File: src/rtl/led_sequencer.sv
// led_sequencer: prescaled LED pattern generator with OFF/BLINK/CHASE/FILL modes
module led_sequencer #(
    parameter int CLK_HZ  = 12000000,
    parameter int TICK_HZ = 10,
    parameter int N_LED   = 4
) (
    input  logic             iCLK,
    input  logic             iRST,
    input  logic             iMODE_REQ,
    input  logic             iPAUSE,
    output logic [N_LED-1:0] oLED,
    output logic [1:0]       oMODE,
    output logic             oTICK
);
    localparam int DIV = CLK_HZ / TICK_HZ;
    localparam int CW  = (DIV < 2) ? 1 : $clog2(DIV);
    localparam int SW  = $clog2(N_LED + 1);
    localparam logic [CW-1:0] CNT_LAST = CW'(DIV - 1);

    if (DIV < 2) begin : g_bad_div
        $error("led_sequencer: CLK_HZ/TICK_HZ must be at least 2");
    end
    if (N_LED < 2 || N_LED > 16) begin : g_bad_nled
        $error("led_sequencer: N_LED must be in 2..16");
    end

    typedef enum logic [1:0] {OFF, BLINK, CHASE, FILL} mode_t;

    mode_t         mode_q, mode_d;
    logic [CW-1:0] cnt_q, cnt_d;
    logic [SW-1:0] step_q, step_d, step_nxt;
    logic          req_q, req_d;
    logic          mode_edge;

    assign mode_edge = iMODE_REQ && !req_q;
    assign oTICK     = (cnt_q == CNT_LAST) && !iPAUSE;

    always_comb begin
        step_nxt = (mode_q == BLINK) ? ((step_q == '0) ? SW'(1) : '0) :
                   (mode_q == CHASE) ? ((step_q == SW'(N_LED - 1)) ? '0 : step_q + SW'(1)) :
                   (mode_q == FILL)  ? ((step_q == SW'(N_LED)) ? '0 : step_q + SW'(1)) :
                   '0;
    end

    // a mode request outranks both pause and a coincident tick
    always_comb begin
        req_d  = iMODE_REQ;
        mode_d = mode_q;
        cnt_d  = cnt_q;
        step_d = step_q;
        if (mode_edge) begin
            mode_d = mode_t'(mode_q + 2'd1);
            cnt_d  = '0;
            step_d = '0;
        end else if (!iPAUSE) begin
            cnt_d  = (cnt_q == CNT_LAST) ? '0 : cnt_q + CW'(1);
            step_d = (cnt_q == CNT_LAST) ? step_nxt : step_q;
        end
    end

    always_ff @(posedge iCLK) begin
        if (iRST) begin
            mode_q <= OFF;
            cnt_q  <= '0;
            step_q <= '0;
            req_q  <= iMODE_REQ;
        end else begin
            mode_q <= mode_d;
            cnt_q  <= cnt_d;
            step_q <= step_d;
            req_q  <= req_d;
        end
    end

    always_comb begin
        oMODE = mode_q;
        oLED  = (mode_q == BLINK) ? {N_LED{step_q[0]}} :
                (mode_q == CHASE) ? (N_LED'(1) << step_q) :
                (mode_q == FILL)  ? ~({N_LED{1'b1}} << step_q) :
                '0;
    end
endmodule

File: config.mk
export PLATFORM = sky130hd
export DESIGN_NAME = led_sequencer
export DESIGN_NICKNAME = d
export VERILOG_FILES = /design/src/rtl/led_sequencer.sv
export SDC_FILE = /design/constraint.sdc
export NUM_CORES = 1
export LEC_CHECK = 0
export CAP_MARGIN = 20
export CORE_MARGIN = 2
export CORE_UTILIZATION = 55
export CTS_CLUSTER_DIAMETER = 50
export DETAILED_ROUTE_END_ITERATION = 6
export PLACE_DENSITY = 0.76
export REMOVE_ABC_BUFFERS = 1
export SKIP_CTS_REPAIR_TIMING = 1
export SYNTH_ARGS = -nofsm -noshare
export SYNTH_HDL_FRONTEND = slang
export SYNTH_SLANG_ARGS = --single-unit
File: constraint.sdc
create_clock -name iCLK -period 2.95 [get_ports iCLK]
set_input_delay 0.59 -clock iCLK [delete_from_list [all_inputs] [get_ports iCLK]]
set_output_delay 0.59 -clock iCLK [all_outputs]
set_load 0.02 [all_outputs]
Word-level counts from Yosys, hierarchy flattened
Cells that the tools add are included.
Widths: inputs -> output; s select.

word-level totals
  output and inout bits = 7
  input port bits = 4
  register bits after elaboration = 27
  word-level logic and storage cells = 34

operators by class
  reductions and logical operators = 7
  shifts and indexed selects = 2
  eq/ne operators = 6
  bitwise operators = 2
  $add $sub $neg = 3
  multiplexer cells = 10

operator list
  cell                   number
  $add 21x1->21 const B  1
  $eq 21x21->1 const B   1
  $mux 21                1
  $mux 3                 5
  $mux 4                 3
  $eq 2x2->1 const B     2
  $not 4->4              1
  $shl 1x3->4 const A    1
  $shl 4x3->4 const A    1
  $add 3x1->3 const B    1
  $eq 3x2->1 const B     1
  $eq 3x3->1 const B     1
  $logic_not 3->1        1
  $add 2x1->2 const B    1
  $eq 2x1->1 const B     1
  $logic_and 1x1->1      2
  $logic_not 1->1        2
  $reduce_and 2->1       1
  $reduce_or 2->1        1
  $mux 1                 1
  $not 1->1              1

Logic depth before layout (Yosys ltp)
  depth after elaboration = 5
  gate-level depth with buffers = 7
  mapped depth without buffers = 6

Worst setup path after synthesis
OpenSTA, ideal clock, no wires.

  path type = in2out
  from = input port iPAUSE
  to = output port oTICK
  slack = 0.688 ns
  stages on the path = 4
  path buffers = 1
  required time = 2.360 ns
  arrival = 1.672 ns
  cells stage by stage = and4b_1 > buf_6 > nand3_1 > nor3_1

on the way
  cells in the longest elaborated chain, start to end = 2

RTL lines
  element            RTL line  source
  from (decl)        10        input logic iPAUSE,
  $logic_not 1->1    n/a
  $logic_and 1x1->1  36        assign oTICK = (cnt_q == CNT_LAST) && !iPAUSE;
  to (decl)          13        output logic oTICK

No other way between the ends.

Final worst setup path
Ends and elaborated chain as after synthesis.

==> run metrics <==
status complete, no violations; final clock skew 0.00484 ns; P&R area growth vs syn 9.94%; switching part of the total 0.254; share of post-route cells with drive strength above 1 0.0812; FF/Latch Area 542 um^2; antenna viol nets, final 0; post-synthesis sequential area ratio 0.346; num rows 19; vias in the first global route 1,331; Starting Density 0.571; WP buf/inv 2; Worst path depth 5; WL final 3090 um; DIE HEIGHT 57.3 um; CTS root buffer clkbuf_4; gr busiest metal met2; Final TNS setup 0 ns; Worst Hold Path Cells 2; worst vdd ir 281 uV; nets 213; TritonCTS clock tree built; initial drt markers 45; critical path cell sequence clkdlybuf4s50_1 -> and4b_1 -> nand3_1 -> nor3_1 -> clkdlybuf4s50_1; r2r worst-path depth 5; worst-margin pin slew between 0.3 and 0.4 ns; antenna violations before repair 0; Slowest cell on crit path clkdlybuf4s50_1; Top FF cell, synth dfxtp_1; Gate Count Post-Synth ~190; met3 Use GR 0.0204; die area 3280 um^2; H-tree lvl count 1; Worst Path Max Fanout 2; Avg Inst Size Synth about 8.4 um^2; first-pass GRT wire length 5760 um; Hold Startpoint cnt_q[20]; Max Transition Viols Final 0; vias per inst 5.77; crit share post-route 0.976; area of the multi-input gates 936 um^2; P_leak 0.617 nW; EDFF count, synth 0; Final min period 2.88 ns; largest stage delay on the critical path 0.64 ns; DR pass1 iterations 4; worst hold-check path type flop to flop; Setup Crit Path Kind input pin to primary output; Max Fclk 0.347 GHz; Clock Tree Buf Depth 2; worst r2r dst cnt_q[11]; Worst path top cell family by delay buffers and inverters; combinational cell fraction of total power 0.112; Unique masters post-synth 42; Via Count 1,315; Async S/R FF share, synth 0; Crit path top cell by count clkdlybuf4s50_1; Avg WL per Cell 13.5 um; gr usage total 0.217; CP Launch Type input pin; power per cell area 353 nW/um^2; Worst slew margin 0.752; Seq pwr share 0.619; ant diodes 0; clock-pin slew on the worst setup and hold paths 0.15 ns; final setup vio count 0; port bufs 10; core box area 2730 um^2; Crit path arrival time 2.29 ns; Fill cells 244; Die X between 50 and 60 um; Num Clock Sinks 27; P_int between 0.0004 and 0.0005 W; YS warnings 0; fraction of power consumed by the clock network 0.269; hpwl dp 2250 um; Syn Std Cell Area between 1500 and 2000 um^2; Yosys reg bits 27; Switch Pwr approximately 0.00015 W; M2 GR Usage 0.384; GR Util met1 0.284; WP data required 2.36 ns; WHS around 0.50 ns; Num CTS Buffers 3; Final Hold Viols 0; pre-CTS setup slack between 0.05 and 0.06 ns; Worst R2R Start cnt_q[17]; worst-skew pair later-pin latency 0.33 ns; MaxCap Viol Count 0; RSZ-0062 raised after global routing false; pin count of the biggest net entering global routing 21; endpoint type of the worst setup path primary output; reg-to-reg slack, setup 1.21 ns; GPL Wtd Cong 0.814; I/O Pins 11; Final WS setup around 0.071 ns; Hold EP cnt_q[20]; GR Overflow Total 0; DRC 0
==> synth_stat cells, drive strengths merged (4+ instances only) <==
master	n	area share
buf	5	0.026
o21ai	8	0.026
ha	11	0.088
nor2	21	0.050
or3	4	0.016
inv	8	0.019
a21oi	14	0.045
xor2	9	0.050
xnor2	4	0.022
dfxtp	27	0.35
or4	4	0.019
nand3	7	0.022
o31ai	4	0.019
nand2	15	0.036
nand4	7	0.038
==> through the flow <==
| step | instances | utilization | total power [W] | instance area [um^2] |
|---|---|---|---|---|
| final | 228 | 0.628 | 0.000606 | 1720 |
| after global routing | 228 | 0.628 | 0.000630 | 1720 |
| after CTS | 228 | 0.626 | 0.000608 | 1710 |
| after detailed placement | 224 | 0.616 | 0.000451 | 1680 |
| after global placement | 224 | 0.616 | 0.000449 | 1680 |
| after floorplan | 178 | - | 0.000421 | 1510 |
==> worst min-delay path, delay by kind of cell, from the launching register on <==
kind | cells | cell delay [ns]
DFF | 1 | 0.36
AOI/OAI and AO/OA | 2 | 0.12
==> cells in the final DEF, fill, tap and decap left out, types with 2 or more instances in the layout <==
master,instances
nand3_1,7
and2_1,2
o31ai_1,4
clkdlybuf4s50_1,8
dfxtp_1,26
xnor2_1,4
clkbuf_4,3
dlymetal6s2s_1,2
nand4b_1,2
xor2_1,9
a31oi_1,3
ha_1,11
o21a_1,2
or3_1,4
nand4_1,6
or2_2,2
a21oi_1,14
inv_1,8
o21ai_0,7
nor2b_1,3
and2b_2,2
nor3_1,3
and3_1,2
and4b_1,2
buf_4,5
or4_1,4
nor2_1,21
nand2_1,15
==> metal layers <==
layer,vias up,wire (um),share of wire
met4,0,17,0.0055
met2,16,1540,0.50
met5,-,0,0
met1,615,1470,0.48
li1,682,-,-
met3,2,62,0.020
==> power groups by stage <==
stage               Sequential (W)  Clock, W  Combinational [W]
global route              0.000376  0.000178          0.0000751
global placement          0.000382         0          0.0000671
CTS                       0.000375  0.000165          0.0000689
floorplan                 0.000384         0          0.0000366
detailed placement        0.000383         0          0.0000686
finish                    0.000375  0.000163          0.0000680
==> cells by family (layout without fill, tap and decap cells) <==
group,after synthesis,count (layout),share of synthesized area
AOI/OAI and AO/OA,36,36,0.138
xor gates and xnor gates,13,13,0.0729
adders and majority gates,11,11,0.0881
buffers and inverters,16,27,0.0545
DFF,27,27,0.346
muxes,1,1,0.00641
and+or+nand+nor,82,82,0.294
==> cell type report <==
class	count	area share
Timing Repair Buffer	15	0.0831
Clock buffer	3	0.0131
Multi-Input combinational cell	143	0.545
Sequential cell	27	0.316
Clock inverter	1	0.00292
Inverter	8	0.0175
Tap cell	31	0.0226
==> sequential cells by signal, indices dropped and copies added, names as in the netlist <==
register and flops:
cnt_q 21, oMODE 2, req_q 1, step_q 3
==> worst max-delay path by stage <==
stage,from,to,slack (ns)
finish,iPAUSE,oTICK,0.07
global route,iPAUSE,oTICK,0.006
CTS,oMODE[0],oLED[0],0.02
detailed placement,iPAUSE,oTICK,0.06
global placement,iPAUSE,oTICK,0.07
floorplan,iPAUSE,cnt_q[0],0.33
No activity file was read; power rests on OpenSTA's default activity.
==> edit, RTL diff (same settings) <==
Register the inputs `iMODE_REQ` and `iPAUSE` before use, without a reset. The logic sees them one clock later.
--- a/src/rtl/led_sequencer.sv
+++ b/src/rtl/led_sequencer.sv
@@ -17,6 +17,14 @@
     localparam int SW  = $clog2(N_LED + 1);
     localparam logic [CW-1:0] CNT_LAST = CW'(DIV - 1);
 
+    logic iMODE_REQ_q;
+    logic iPAUSE_q;
+
+    always_ff @(posedge iCLK) begin
+        iMODE_REQ_q <= iMODE_REQ;
+        iPAUSE_q    <= iPAUSE;
+    end
+
     if (DIV < 2) begin : g_bad_div
         $error("led_sequencer: CLK_HZ/TICK_HZ must be at least 2");
     end
@@ -32,8 +40,8 @@
     logic          req_q, req_d;
     logic          mode_edge;
 
-    assign mode_edge = iMODE_REQ && !req_q;
-    assign oTICK     = (cnt_q == CNT_LAST) && !iPAUSE;
+    assign mode_edge = iMODE_REQ_q && !req_q;
+    assign oTICK     = (cnt_q == CNT_LAST) && !iPAUSE_q;
 
     always_comb begin
         step_nxt = (mode_q == BLINK) ? ((step_q == '0) ? SW'(1) : '0) :
@@ -44,7 +52,7 @@
 
     // a mode request outranks both pause and a coincident tick
     always_comb begin
-        req_d  = iMODE_REQ;
+        req_d  = iMODE_REQ_q;
         mode_d = mode_q;
         cnt_d  = cnt_q;
         step_d = step_q;
@@ -52,7 +60,7 @@
             mode_d = mode_t'(mode_q + 2'd1);
             cnt_d  = '0;
             step_d = '0;
-        end else if (!iPAUSE) begin
+        end else if (!iPAUSE_q) begin
             cnt_d  = (cnt_q == CNT_LAST) ? '0 : cnt_q + CW'(1);
             step_d = (cnt_q == CNT_LAST) ? step_nxt : step_q;
         end
@@ -63,7 +71,7 @@
             mode_q <= OFF;
             cnt_q  <= '0;
             step_q <= '0;
-            req_q  <= iMODE_REQ;
+            req_q  <= iMODE_REQ_q;
         end else begin
             mode_q <= mode_d;
             cnt_q  <= cnt_d;
Check against the original RTL: not equivalent (a bounded check fails within 4 cycles, from zero or initial values and one cycle with iRST high).
==> edit against the unedited design <==
- non-clock buffer count fell by 3
- utilization rose by 2.2 points
- setup slack improved by 0.083 ns
- synthesized area rose by 2.6%
- cell area rose by 4.4%
- first-iteration DRC count rose by 120%
- synthesized cell count rose by 1.1%
- sequential power rose by 7.7%
- sequential cell count rose by 2
- critical path depth rose by 1
- total power rose by 34%
- wire length rose by 5.0%
- global-route usage fell by 0.60 points
- via count rose by 5.7%
- largest cell class unchanged
==> edit: results (changes against the unedited design) <==
| Metric | Value |
|---|---|
| Outcome | `finished clean` |
| Synth area leaders | `dfxtp_1 36%, ha_1 8.6%, nor2_1 4.9%` |
| HP Class | `flop to flop` |
| Total track usage | `21.1% (-0.60 points)` |
| Critical Path AT | `2.21 ns (-0.08 ns)` |
| Final Skew | `0.0160 ns (+0.0112 ns)` |
| Reg clk slew, reported paths | `0.08 ns (-0.07 ns)` |
| Worst vdd ir | `0.415 mV (+48%)` |
| Port buffer count | `10 (unchanged)` |
| Share of cells above drive strength 1 | `8.00% (-0.12 points)` |
| Drt pass-1 iters | `4 (unchanged)` |
| Routed length per instance | `14.0 µm (+3.6%)` |
| Initial drt markers | `101 (+120%)` |
| Total CTS buffers | `5 (+2)` |
| Top FF cell, synth | `dfxtp_1` |
| Root Driver | `clkbuf_4` |
| Inserted Diodes | `0 (unchanged)` |
| Htree depth | `2 (+1)` |
| Post-synthesis sequential area ratio | `36.2% (+1.6 points)` |
| Worst Max-Slew Pin Slew | `0.386 ns (+0.0194 ns)` |
| CTS max path bufs | `2 (unchanged)` |
| Largest register FFs | `21 (unchanged)` |
| Distinct cells, synth | `42 (unchanged)` |
| Ys async rst share | `0% (unchanged)` |
| Hpwl dp | `2.30 mm (+2.1%)` |
| GPL Wtd Cong | `0.856 (+5.1%)` |
| Top cells by count, synth | `29 x dfxtp_1, 21 x nor2_1, 15 x nand2_1` |
| # setup viols final | `0 (unchanged)` |
| P_leak | `0.000645 µW (+4.4%)` |
| Vias in the first global route | `1301 (-2.3%)` |
| Clock Latency Late Sink | `about 0.34 ns` |
| Vias per cell | `6.02 (+4.3%)` |
| Placed Area | `1700 µm² (+1.0%)` |
| Crit-path max FO | `11 (+9)` |
| Largest net degree at the start of global routing | `21 (unchanged)` |
| First-pass GRT wire length | `5.51 mm (-4.3%)` |
| Largest reg by FF count | `cnt_q` |
| Fillers | `244 (unchanged)` |
| Initial antenna violation count | `0 (unchanged)` |
| Layout net count | `214 (+0.47%)` |
| YS warnings | `0 (unchanged)` |
==> edit: cell count changes after synthesis <==
| cell | unedited run | this run |
|---|---|---|
| dfxtp_1 | 27 | 29 |
==> edit: power breakdown <==
part	switching (µW)	internal, µW
clock network	137	202
registers	6.62	397
logic	36.5	30.4
==> edit: cell families (layout without fill, tap and decap cells) <==
logic type / count (synthesis) / in the layout / synth area share (%)
adder cells (fa/ha/maj): 11 / 11 / 8.59
flip-flops: 29 / 29 / 36.3
buffers and inverters: 16 / 28 / 5.31
XOR/XNOR: 13 / 13 / 7.11
multiplexers: 1 / 1 / 0.625
AND/OR/NAND/NOR: 82 / 82 / 28.7
AO/OA/AOI/OAI: 36 / 36 / 13.4
==> edit: path summary, 6_finish.rpt <==
check | start | endpoint | slack (ns) | cells past startpoint
worst min register to register | iMODE_REQ_q | req_q | 0.35 | 0
worst min-delay path | iMODE_REQ_q | req_q | 0.35 | 0
worst max register to register | cnt_q[0] | cnt_q[2] | 1.08 | 6
worst max-delay path | oMODE[0] | oLED[3] | 0.15 | 6
==> edit: critical path, stage by stage (launching register included) <==
cell and delay (ns):
dfxtp_1 0.43, inv_1 0.07, ha_1 0.32, nor2b_1 0.21
nand2_1 0.08, a31oi_1 0.17, clkdlybuf4s50_1 0.62
==> edit: layout make-up <==
type                            instances  share of cell area, %
Clock inverter                          1                   1.67
Timing Repair Buffer                   12                   6.70
Sequential cell                        29                   32.4
Clock buffer                            7                   3.07
Tap cell                               31                   2.16
Multi-Input combinational cell        143                   52.3
Inverter                                8                   1.67
==> edit: through the flow <==
step	std cells	setup WS, ns	utilization [%]
2_1_floorplan	180	0.508	-
3_3_place_gp	223	0.534	61.7
3_5_place_dp	223	0.421	61.7
4_1_cts	231	0.0632	64.7
5_1_grt	231	0.00267	65.0
6_report	231	0.154	65.0
==> edit: metal layers <==
layer | share of wire, % | wire length [µm] | track usage, %
met3 | 4.5 | 145 | 5.80
met5 | 0 | 0 | 0
met1 | 45 | 1460 | 25.8
met4 | 1.8 | 57 | 9.30
met2 | 49 | 1570 | 34.7
